[src/rtl/wr_txn_issuer.sv]
// Single-beat AXI-style write issuer: accepts one request, drives AW and W
// independently, waits for B, then pulses done, err or timeout back to the requester.
module wr_txn_issuer #(
  parameter int ADDR_WIDTH     = 20,
  parameter int DATA_WIDTH     = 16,
  parameter int TIMEOUT_CYCLES = 255
) (
  input  logic                    clk,
  input  logic                    reset,
  input  logic                    s_valid,
  output logic                    s_ready,
  input  logic [ADDR_WIDTH-1:0]   s_addr,
  input  logic [DATA_WIDTH-1:0]   s_data,
  input  logic [DATA_WIDTH/8-1:0] s_strb,
  output logic                    m_awvalid,
  input  logic                    m_awready,
  output logic [ADDR_WIDTH-1:0]   m_awaddr,
  output logic                    m_wvalid,
  input  logic                    m_wready,
  output logic [DATA_WIDTH-1:0]   m_wdata,
  output logic [DATA_WIDTH/8-1:0] m_wstrb,
  input  logic                    m_bvalid,
  output logic                    m_bready,
  input  logic [1:0]              m_bresp,
  output logic                    done,
  output logic                    err,
  output logic                    timeout,
  output logic                    busy
);

  localparam int STRB_WIDTH = DATA_WIDTH / 8;
  localparam int CNT_WIDTH  = (TIMEOUT_CYCLES > 0) ? $clog2(TIMEOUT_CYCLES + 1) : 1;
  localparam int CNT_LAST   = (TIMEOUT_CYCLES > 0) ? TIMEOUT_CYCLES - 1 : 0;

  typedef enum logic [1:0] {
    IDLE      = 2'd0,
    ADDR_DATA = 2'd1,
    RESP      = 2'd2
  } state_t;

  state_t                 state, state_n;
  logic                   aw_done, aw_done_n;
  logic                   w_done, w_done_n;
  logic [CNT_WIDTH-1:0]   cnt, cnt_n;
  logic                   done_n, err_n, timeout_n;
  logic                   load;
  logic                   aw_hs, w_hs;
  logic [ADDR_WIDTH-1:0]  addr_q;
  logic [DATA_WIDTH-1:0]  data_q;
  logic [STRB_WIDTH-1:0]  strb_q;

  always_ff @(posedge clk or posedge reset) begin
    if (reset) begin
      state   <= IDLE;
      aw_done <= 1'b0;
      w_done  <= 1'b0;
      cnt     <= '0;
      done    <= 1'b0;
      err     <= 1'b0;
      timeout <= 1'b0;
      addr_q  <= '0;
      data_q  <= '0;
      strb_q  <= '0;
    end else begin
      state   <= state_n;
      aw_done <= aw_done_n;
      w_done  <= w_done_n;
      cnt     <= cnt_n;
      done    <= done_n;
      err     <= err_n;
      timeout <= timeout_n;
      if (load) begin
        addr_q <= s_addr;
        data_q <= s_data;
        strb_q <= s_strb;
      end
    end
  end

  // The done flags stay set through RESP and are cleared together with the
  // counter on the way back to IDLE.
  always_comb begin
    state_n   = state;
    aw_done_n = aw_done;
    w_done_n  = w_done;
    cnt_n     = cnt;
    done_n    = 1'b0;
    err_n     = 1'b0;
    timeout_n = 1'b0;
    load      = 1'b0;
    aw_hs     = 1'b0;
    w_hs      = 1'b0;
    case (state)
      IDLE: begin
        if (s_valid) begin
          load    = 1'b1;
          state_n = ADDR_DATA;
        end
      end
      ADDR_DATA: begin
        aw_hs     = !aw_done && m_awready;
        w_hs      = !w_done && m_wready;
        aw_done_n = aw_done || aw_hs;
        w_done_n  = w_done || w_hs;
        if (aw_done_n && w_done_n) begin
          state_n = RESP;
        end
      end
      RESP: begin
        // bvalid wins over a timeout expiring in the same cycle.
        if (m_bvalid) begin
          state_n   = IDLE;
          aw_done_n = 1'b0;
          w_done_n  = 1'b0;
          cnt_n     = '0;
          done_n    = (m_bresp == 2'b00);
          err_n     = (m_bresp != 2'b00);
        end else if ((TIMEOUT_CYCLES > 0) && (cnt == CNT_WIDTH'(CNT_LAST))) begin
          state_n   = IDLE;
          aw_done_n = 1'b0;
          w_done_n  = 1'b0;
          cnt_n     = '0;
          timeout_n = 1'b1;
        end else if (cnt != '1) begin
          cnt_n = cnt + CNT_WIDTH'(1);
        end
      end
      default: begin
        state_n   = IDLE;
        aw_done_n = 1'b0;
        w_done_n  = 1'b0;
        cnt_n     = '0;
      end
    endcase
  end

  assign s_ready   = (state == IDLE);
  assign busy      = (state != IDLE);
  assign m_awvalid = (state == ADDR_DATA) && !aw_done;
  assign m_wvalid  = (state == ADDR_DATA) && !w_done;
  assign m_bready  = (state == RESP);
  assign m_awaddr  = addr_q;
  assign m_wdata   = data_q;
  assign m_wstrb   = strb_q;

endmodule
[config.mk]
export PLATFORM = sky130hd
export DESIGN_NAME = wr_txn_issuer
export DESIGN_NICKNAME = d
export VERILOG_FILES = /design/src/rtl/wr_txn_issuer.sv
export SDC_FILE = /design/constraint.sdc
export NUM_CORES = 1
export LEC_CHECK = 0
export CAP_MARGIN = 20
export CELL_PAD_IN_SITES_DETAIL_PLACEMENT = 1
export CELL_PAD_IN_SITES_GLOBAL_PLACEMENT = 1
export CORE_UTILIZATION = 32
export CTS_CLUSTER_SIZE = 12
export DETAILED_ROUTE_END_ITERATION = 12
export PLACE_DENSITY = 0.81
export SLEW_MARGIN = 20
export SYNTH_ARGS = -nofsm -noshare
export SYNTH_HDL_FRONTEND = slang
export SYNTH_SLANG_ARGS = --single-unit
[constraint.sdc]
create_clock -name clk -period 2.3 [get_ports clk]
set_input_delay 0.46 -clock clk [delete_from_list [all_inputs] [get_ports clk]]
set_output_delay 0.46 -clock clk [all_outputs]
set_load 0.1 [all_outputs]
After elaboration in Yosys (flattened, before gate mapping)
Cells that the tools add are included.
{ "totals": {"register_bits": 53, "in_bits": 46, "out_inout_bits": 46, "elab_cells": 60} }
{ "op_classes": {"addsub": 1, "eq_ne": 8, "n_mux": 22, "bitwise": 2, "n_reduce_logical": 17} }
{ "op_table": {"columns": ["op", "n"], "rows": [
  ["$mux W8", 3],
  ["$pmux W8 S2", 1],
  ["$mux W1", 11],
  ["$add A8 B1 Y8 const B", 1],
  ["$eq A8 B8 Y1 const B", 1],
  ["$mux W2", 4],
  ["$ne A8 B8 Y1 const B", 1],
  ["$pmux W1 S3", 2],
  ["$pmux W2 S3", 1],
  ["$logic_and A1 B1 Y1", 5],
  ["$logic_not A2 Y1", 2],
  ["$ne A2 B2 Y1 const B", 2],
  ["$ne A4 B2 Y1 const B", 1],
  ["$reduce_and A2 Y1", 2],
  ["$reduce_bool A2 Y1", 2],
  ["$ne A3 B2 Y1 const B", 1],
  ["$reduce_and A3 Y1", 1],
  ["$eq A2 B1 Y1 const B", 1],
  ["$eq A2 B2 Y1 const B", 1],
  ["$logic_not A1 Y1", 2],
  ["$logic_or A1 B1 Y1", 2],
  ["$not A1 Y1", 2],
  ["$reduce_or A2 Y1", 1]
]} }

Logic depth before layout (Yosys ltp)
{ "depth": {"depth_word": 6, "ltp_mapped": 7, "mapped_depth_nobuf": 6} }

Least setup slack after synthesis
Ideal clock, no wire load.
{ "synth_path": {"path_kind": "reg2out", "startpoint": "reg state[1]", "endpoint": "out busy", "t_arrival_ps": 2681, "required_time_ps": 1840, "path_slack_ps": -841, "stages_incl_launch_ff": 3, "path_buffers": 0, "cell_sequence": "dfrtp_1 > nor2_1 > inv_1"} }
{ "synth_between": {"elab_chain_cells": 1} }
{ "synth_rtl": {"columns": ["item", "line_no", "text"], "rows": [
  ["start, declared", "41", "state_t state, state_n;"],
  ["start signal, assigned", "65", "state <= state_n;"],
  ["$reduce_bool A2 Y1", "138", "assign busy = (state != IDLE);"],
  ["end, declared", "28", "output logic busy"]
]} }
Every way passes these cells.

Final worst setup path
{ "layout_path": {"startpoint": "reg cnt[0]", "endpoint": "reg cnt[5]"} }
{ "layout_between": {"elab_chain_cells": 5, "elab_cells_between_ends": 9, "classes_between": "add/sub: 1; eq/ne: 3; mux: 4; reduce/logical: 1"} }
{ "layout_rtl": {"columns": ["item", "line_no", "text"], "rows": [
  ["start, declared", "44", "logic [CNT_WIDTH-1:0] cnt, cnt_n;"],
  ["start signal, assigned", "68", "cnt <= cnt_n;"],
  ["$add A8 B1 Y8", "125", "cnt_n = cnt + CNT_WIDTH'(1);"],
  ["$mux W8", "124", "end else if (cnt != '1) begin"],
  ["$mux W8", "118", "end else if ((TIMEOUT_CYCLES > 0) && (cnt == CNT_WIDTH'(CNT_LAST))) begin"],
  ["$mux W8", "111", "if (m_bvalid) begin"],
  ["$pmux W8 S2", "93", "case (state)"]
]} }
Several ways; a longest one is shown, not always the timed one. The select of a mux whose other input is x is not followed.
A chain may end at the register's enable or synchronous reset.

==> results_tabular.tex <==
\begin{tabular}{lr}
\hline
Metric & Value \\
\hline
\multicolumn{2}{l}{\textbf{Outcome}} \\
\quad Run status & finished with violations \\
\quad Violations in the final reports & design-rule violations \\
\multicolumn{2}{l}{\textbf{Placement}} \\
\quad Sum of net half-perimeters after detailed placement & 3734 microns \\
\quad Number of port buffers & 91 \\
\quad RD Place Congestion & 0.7566 \\
\quad Worst setup timing slack at the placement stage & 0.1259 ns \\
\multicolumn{2}{l}{\textbf{Clocking}} \\
\quad TritonCTS clock tree & yes \\
\quad Hold buffer count at cts & 0 \\
\quad Number of CTS-inserted buffers & 5 \\
\quad Maximum buffer depth of the clock tree & 2 \\
\quad Clock input transition at the sequential cells of the worst setup and hold paths & 0.10 ns \\
\quad Sinks on Clock Net & 53 \\
\quad Number of levels the H-tree was split into & 2 \\
\quad Post-CTS Resized & 0 \\
\quad Root buffer selected by CTS & sky130\_fd\_sc\_hd\_\_clkbuf\_8 \\
\quad Post-CTS Setup Inserts & 0 \\
\quad Clk\_lat worst skew & about 0.29 ns \\
\multicolumn{2}{l}{\textbf{Final layout}} \\
\quad Fill cells & 692 \\
\quad Most common library cell in the layout ignoring fill and taps & sky130\_fd\_sc\_hd\_\_dfrtp\_1 \\
\quad Ant diodes & 0 \\
\quad Synth-to-layout area growth & 48.49\% \\
\quad Most frequent cells in the layout & 53 x sky130\_fd\_sc\_hd\_\_dfrtp\_1, 45 x sky130\_fd\_sc\_hd\_\_clkdlybuf4s50\_1, 45 x sky130\_fd\_sc\_hd\_\_buf\_4 \\
\quad Final nets & 301 \\
\quad Layout cell share with drive strength beyond 1 & 39.37\% \\
\multicolumn{2}{l}{\textbf{STA}} \\
\quad Final Hold Vio Count & 0 \\
\quad Maximum clock frequency & 520.8 MHz \\
\quad Setup-violating endpoint count in the final report & 0 \\
\quad Slew Viols, Final & 0 \\
\quad Worst Tran Pin Value & 0.3416 ns \\
\quad Period utilization & 83.48\% \\
\quad RSZ-0062 raised after global routing & no \\
\quad Final min period & 1.920 ns \\
\quad Worst clock skew & approximately 0.0042 ns \\
\quad Worst relative slew slack & between 70\% and 80\% \\
\quad Final critical-path setup slack & 0.3800 ns \\
\multicolumn{2}{l}{\textbf{Die}} \\
\quad Chip Height & between 80 and 90 microns \\
\quad Area of the core & 0.006422 sq mm \\
\quad Effective utilization at floorplan & 33.59\% \\
\quad Number of placed I/O pins & 92 \\
\quad Die ar. & 0.007073 sq mm \\
\quad Die width & 84.10 microns \\
\quad Standard-cell rows & 29 \\
\multicolumn{2}{l}{\textbf{Synth}} \\
\quad Proportion of synthesized chip area in sequential cells & 61.48\% \\
\quad Synth Area per Inst & 13.65 sq um \\
\quad Warning count from the yosys run & 0 \\
\quad Post-synthesis instance area & between 0.002 and 0.0025 sq mm \\
\quad Nets in the synthesized netlist & between 200 and 250 \\
\quad Post-synthesis instance total & 158 \\
\quad Synth cell types & 31 \\
\quad Total of flip-flops plus latches after synthesis & 53 \\
\multicolumn{2}{l}{\textbf{Drt}} \\
\quad Total number of vias & 1629 \\
\quad Wire length on met3 & 326 microns \\
\quad DRC errors left & 10 \\
\quad Total routed wire length on the met1 layer & 2129 microns \\
\quad Detailed-routed wire length on met2 & 2524 microns \\
\quad Number of DRC violations after detailed-routing iteration 0 & between 60 and 70 \\
\quad Total iterations of the first detailed-routing run & 8 \\
\quad Final wirelength & 5022 microns \\
\quad Via/cell ratio & 4.921 \\
\quad Detail-routed net length per standard cell & 15.17 microns \\
\quad Highest layer used for signal routing & met4 \\
\quad Number of antenna-violating nets in the routed design & 0 \\
\multicolumn{2}{l}{\textbf{Worst setup path}} \\
\quad Worst R2R End & cnt[5] \\
\quad Crit path DAT & around 2.1 ns \\
\quad Type of the worst setup path & reg -> reg \\
\quad Worst reg-to-reg path cell count & 6 \\
\quad Kind of end point of the critical path & flop \\
\quad Reg2Reg Setup Slack & $\sim$0.38 ns \\
\quad Worst-path fanout max & 12 \\
\quad Required time of the critical path & between 2 and 3 ns \\
\quad Startpoint kind of the worst setup timing path & flop \\
\quad RR Startpoint & cnt[0] \\
\multicolumn{2}{l}{\textbf{Global route}} \\
\quad First-pass GRT wire length & approximately 8300 microns \\
\quad Total GRT Usage & 14.71\% \\
\quad Pin count of the biggest net entering global routing & 54 \\
\quad Initial antenna violation count & 0 \\
\quad Total global routing overflow & 0 \\
\quad Vias in the first global route & 1742 \\
\multicolumn{2}{l}{\textbf{Min path}} \\
\quad Worst min-delay path category & in -> async \\
\multicolumn{2}{l}{\textbf{Job}} \\
\quad Max-capacitance violation count & 0 \\
\hline
\end{tabular}
-- metal layers --
| layer | vias up | track usage, % |
|---|---|---|
| met4 | 0 | 4.232 |
| met5 | - | 0 |
| met3 | 2 | 4.055 |
| met2 | 56 | 25.26 |
| li1 | 751 | - |
| met1 | 820 | 18.15 |
-- worst max path at each step --
stage	from	endpoint	slack, ns	cells past startpoint
floorplan	state[1]	m_awvalid	-0.05	2
global placement	m_bvalid	cnt[0]	0.16	6
detailed placement	m_bvalid	cnt[0]	0.13	6
CTS	cnt[0]	cnt[5]	0.36	6
global route	state[1]	m_wvalid	0.32	3
finish	cnt[0]	cnt[5]	0.38	6
-- logic make-up after synthesis --
kind of cell               synth area share (%)
muxes                                     20.30
DFF                                       61.48
AOI/OAI and AO/OA                         6.613
adders and majority gates                 1.160
and+or+nand+nor                           8.353
buffers and inverters                     2.088
-- worst max-delay path: stages (launching register included) --
cell and delay [ns]:
sky130_fd_sc_hd__dfrtp_1 0.45, sky130_fd_sc_hd__ha_1 0.26, sky130_fd_sc_hd__nand3_1 0.23, sky130_fd_sc_hd__o41ai_2 0.09, sky130_fd_sc_hd__buf_4 0.18, sky130_fd_sc_hd__or4_1 0.47, sky130_fd_sc_hd__a21oi_1 0.17
-- through the flow --
step	cells	hold WS (ns)	TNS (ns)	util (%)	area (sq um)
6_report	331	0.5150	0	49.87	3203
5_1_grt	331	0.5302	0	49.87	3203
4_1_cts	331	0.5212	0	49.87	3203
3_5_place_dp	323	0.4971	0	48.53	3117
3_3_place_gp	323	0.4917	0	48.53	3117
2_1_floorplan	158	0.4850	-0.1306	-	2165
-- cell type report --
class / instances / area (sq um) / area share [%]
Clock buffer: 5 / 68.82 / 2.148
Clock inverter: 3 / 17.52 / 0.5469
Inverter: 3 / 11.26 / 0.3516
Multi-Input combinational cell: 95 / 794.5 / 24.80
Sequential cell: 53 / 1326 / 41.41
Tap cell: 77 / 96.34 / 3.008
Timing Repair Buffer: 95 / 888.4 / 27.73
-- registers in the layout (all words and copies together), names as in the netlist --
register / cells
state: 2
err: 1
timeout: 1
done: 1
m_awaddr: 20
m_wdata: 16
aw_done: 1
cnt: 8
m_wstrb: 2
w_done: 1
-- cell usage after synthesis --
cell type / instances / share of area, %
sky130_fd_sc_hd__nand4_1: 2 / 0.58
sky130_fd_sc_hd__nor2b_1: 1 / 0.29
sky130_fd_sc_hd__and3_1: 1 / 0.29
sky130_fd_sc_hd__a21o_1: 4 / 1.4
sky130_fd_sc_hd__dfrtp_1: 53 / 61
sky130_fd_sc_hd__or3_1: 1 / 0.29
sky130_fd_sc_hd__inv_1: 3 / 0.52
sky130_fd_sc_hd__nor3b_1: 1 / 0.35
sky130_fd_sc_hd__o41ai_2: 1 / 0.75
sky130_fd_sc_hd__nand2b_1: 1 / 0.29
sky130_fd_sc_hd__nor2_1: 8 / 1.4
sky130_fd_sc_hd__o21bai_1: 2 / 0.70
sky130_fd_sc_hd__clkbuf_1: 3 / 0.52
sky130_fd_sc_hd__o22ai_1: 1 / 0.29
sky130_fd_sc_hd__o21ai_0: 2 / 0.46
sky130_fd_sc_hd__mux2_2: 38 / 20
sky130_fd_sc_hd__nor4b_1: 1 / 0.41
sky130_fd_sc_hd__and2b_1: 1 / 0.35
sky130_fd_sc_hd__and2_1: 2 / 0.58
sky130_fd_sc_hd__a21oi_1: 6 / 1.4
sky130_fd_sc_hd__mux2i_1: 1 / 0.46
sky130_fd_sc_hd__or3b_1: 1 / 0.41
sky130_fd_sc_hd__buf_2: 3 / 0.70
sky130_fd_sc_hd__nand2_1: 4 / 0.70
sky130_fd_sc_hd__o31ai_1: 4 / 1.4
sky130_fd_sc_hd__nor3_1: 3 / 0.70
sky130_fd_sc_hd__nand3_1: 3 / 0.70
sky130_fd_sc_hd__ha_1: 2 / 1.2
sky130_fd_sc_hd__buf_4: 1 / 0.35
sky130_fd_sc_hd__or4_1: 3 / 1.0
sky130_fd_sc_hd__o21ai_1: 1 / 0.23
Power is left out: the tool's default activity adds up to more than one toggle a clock period on the data nets, which glitch-free logic cannot reach.
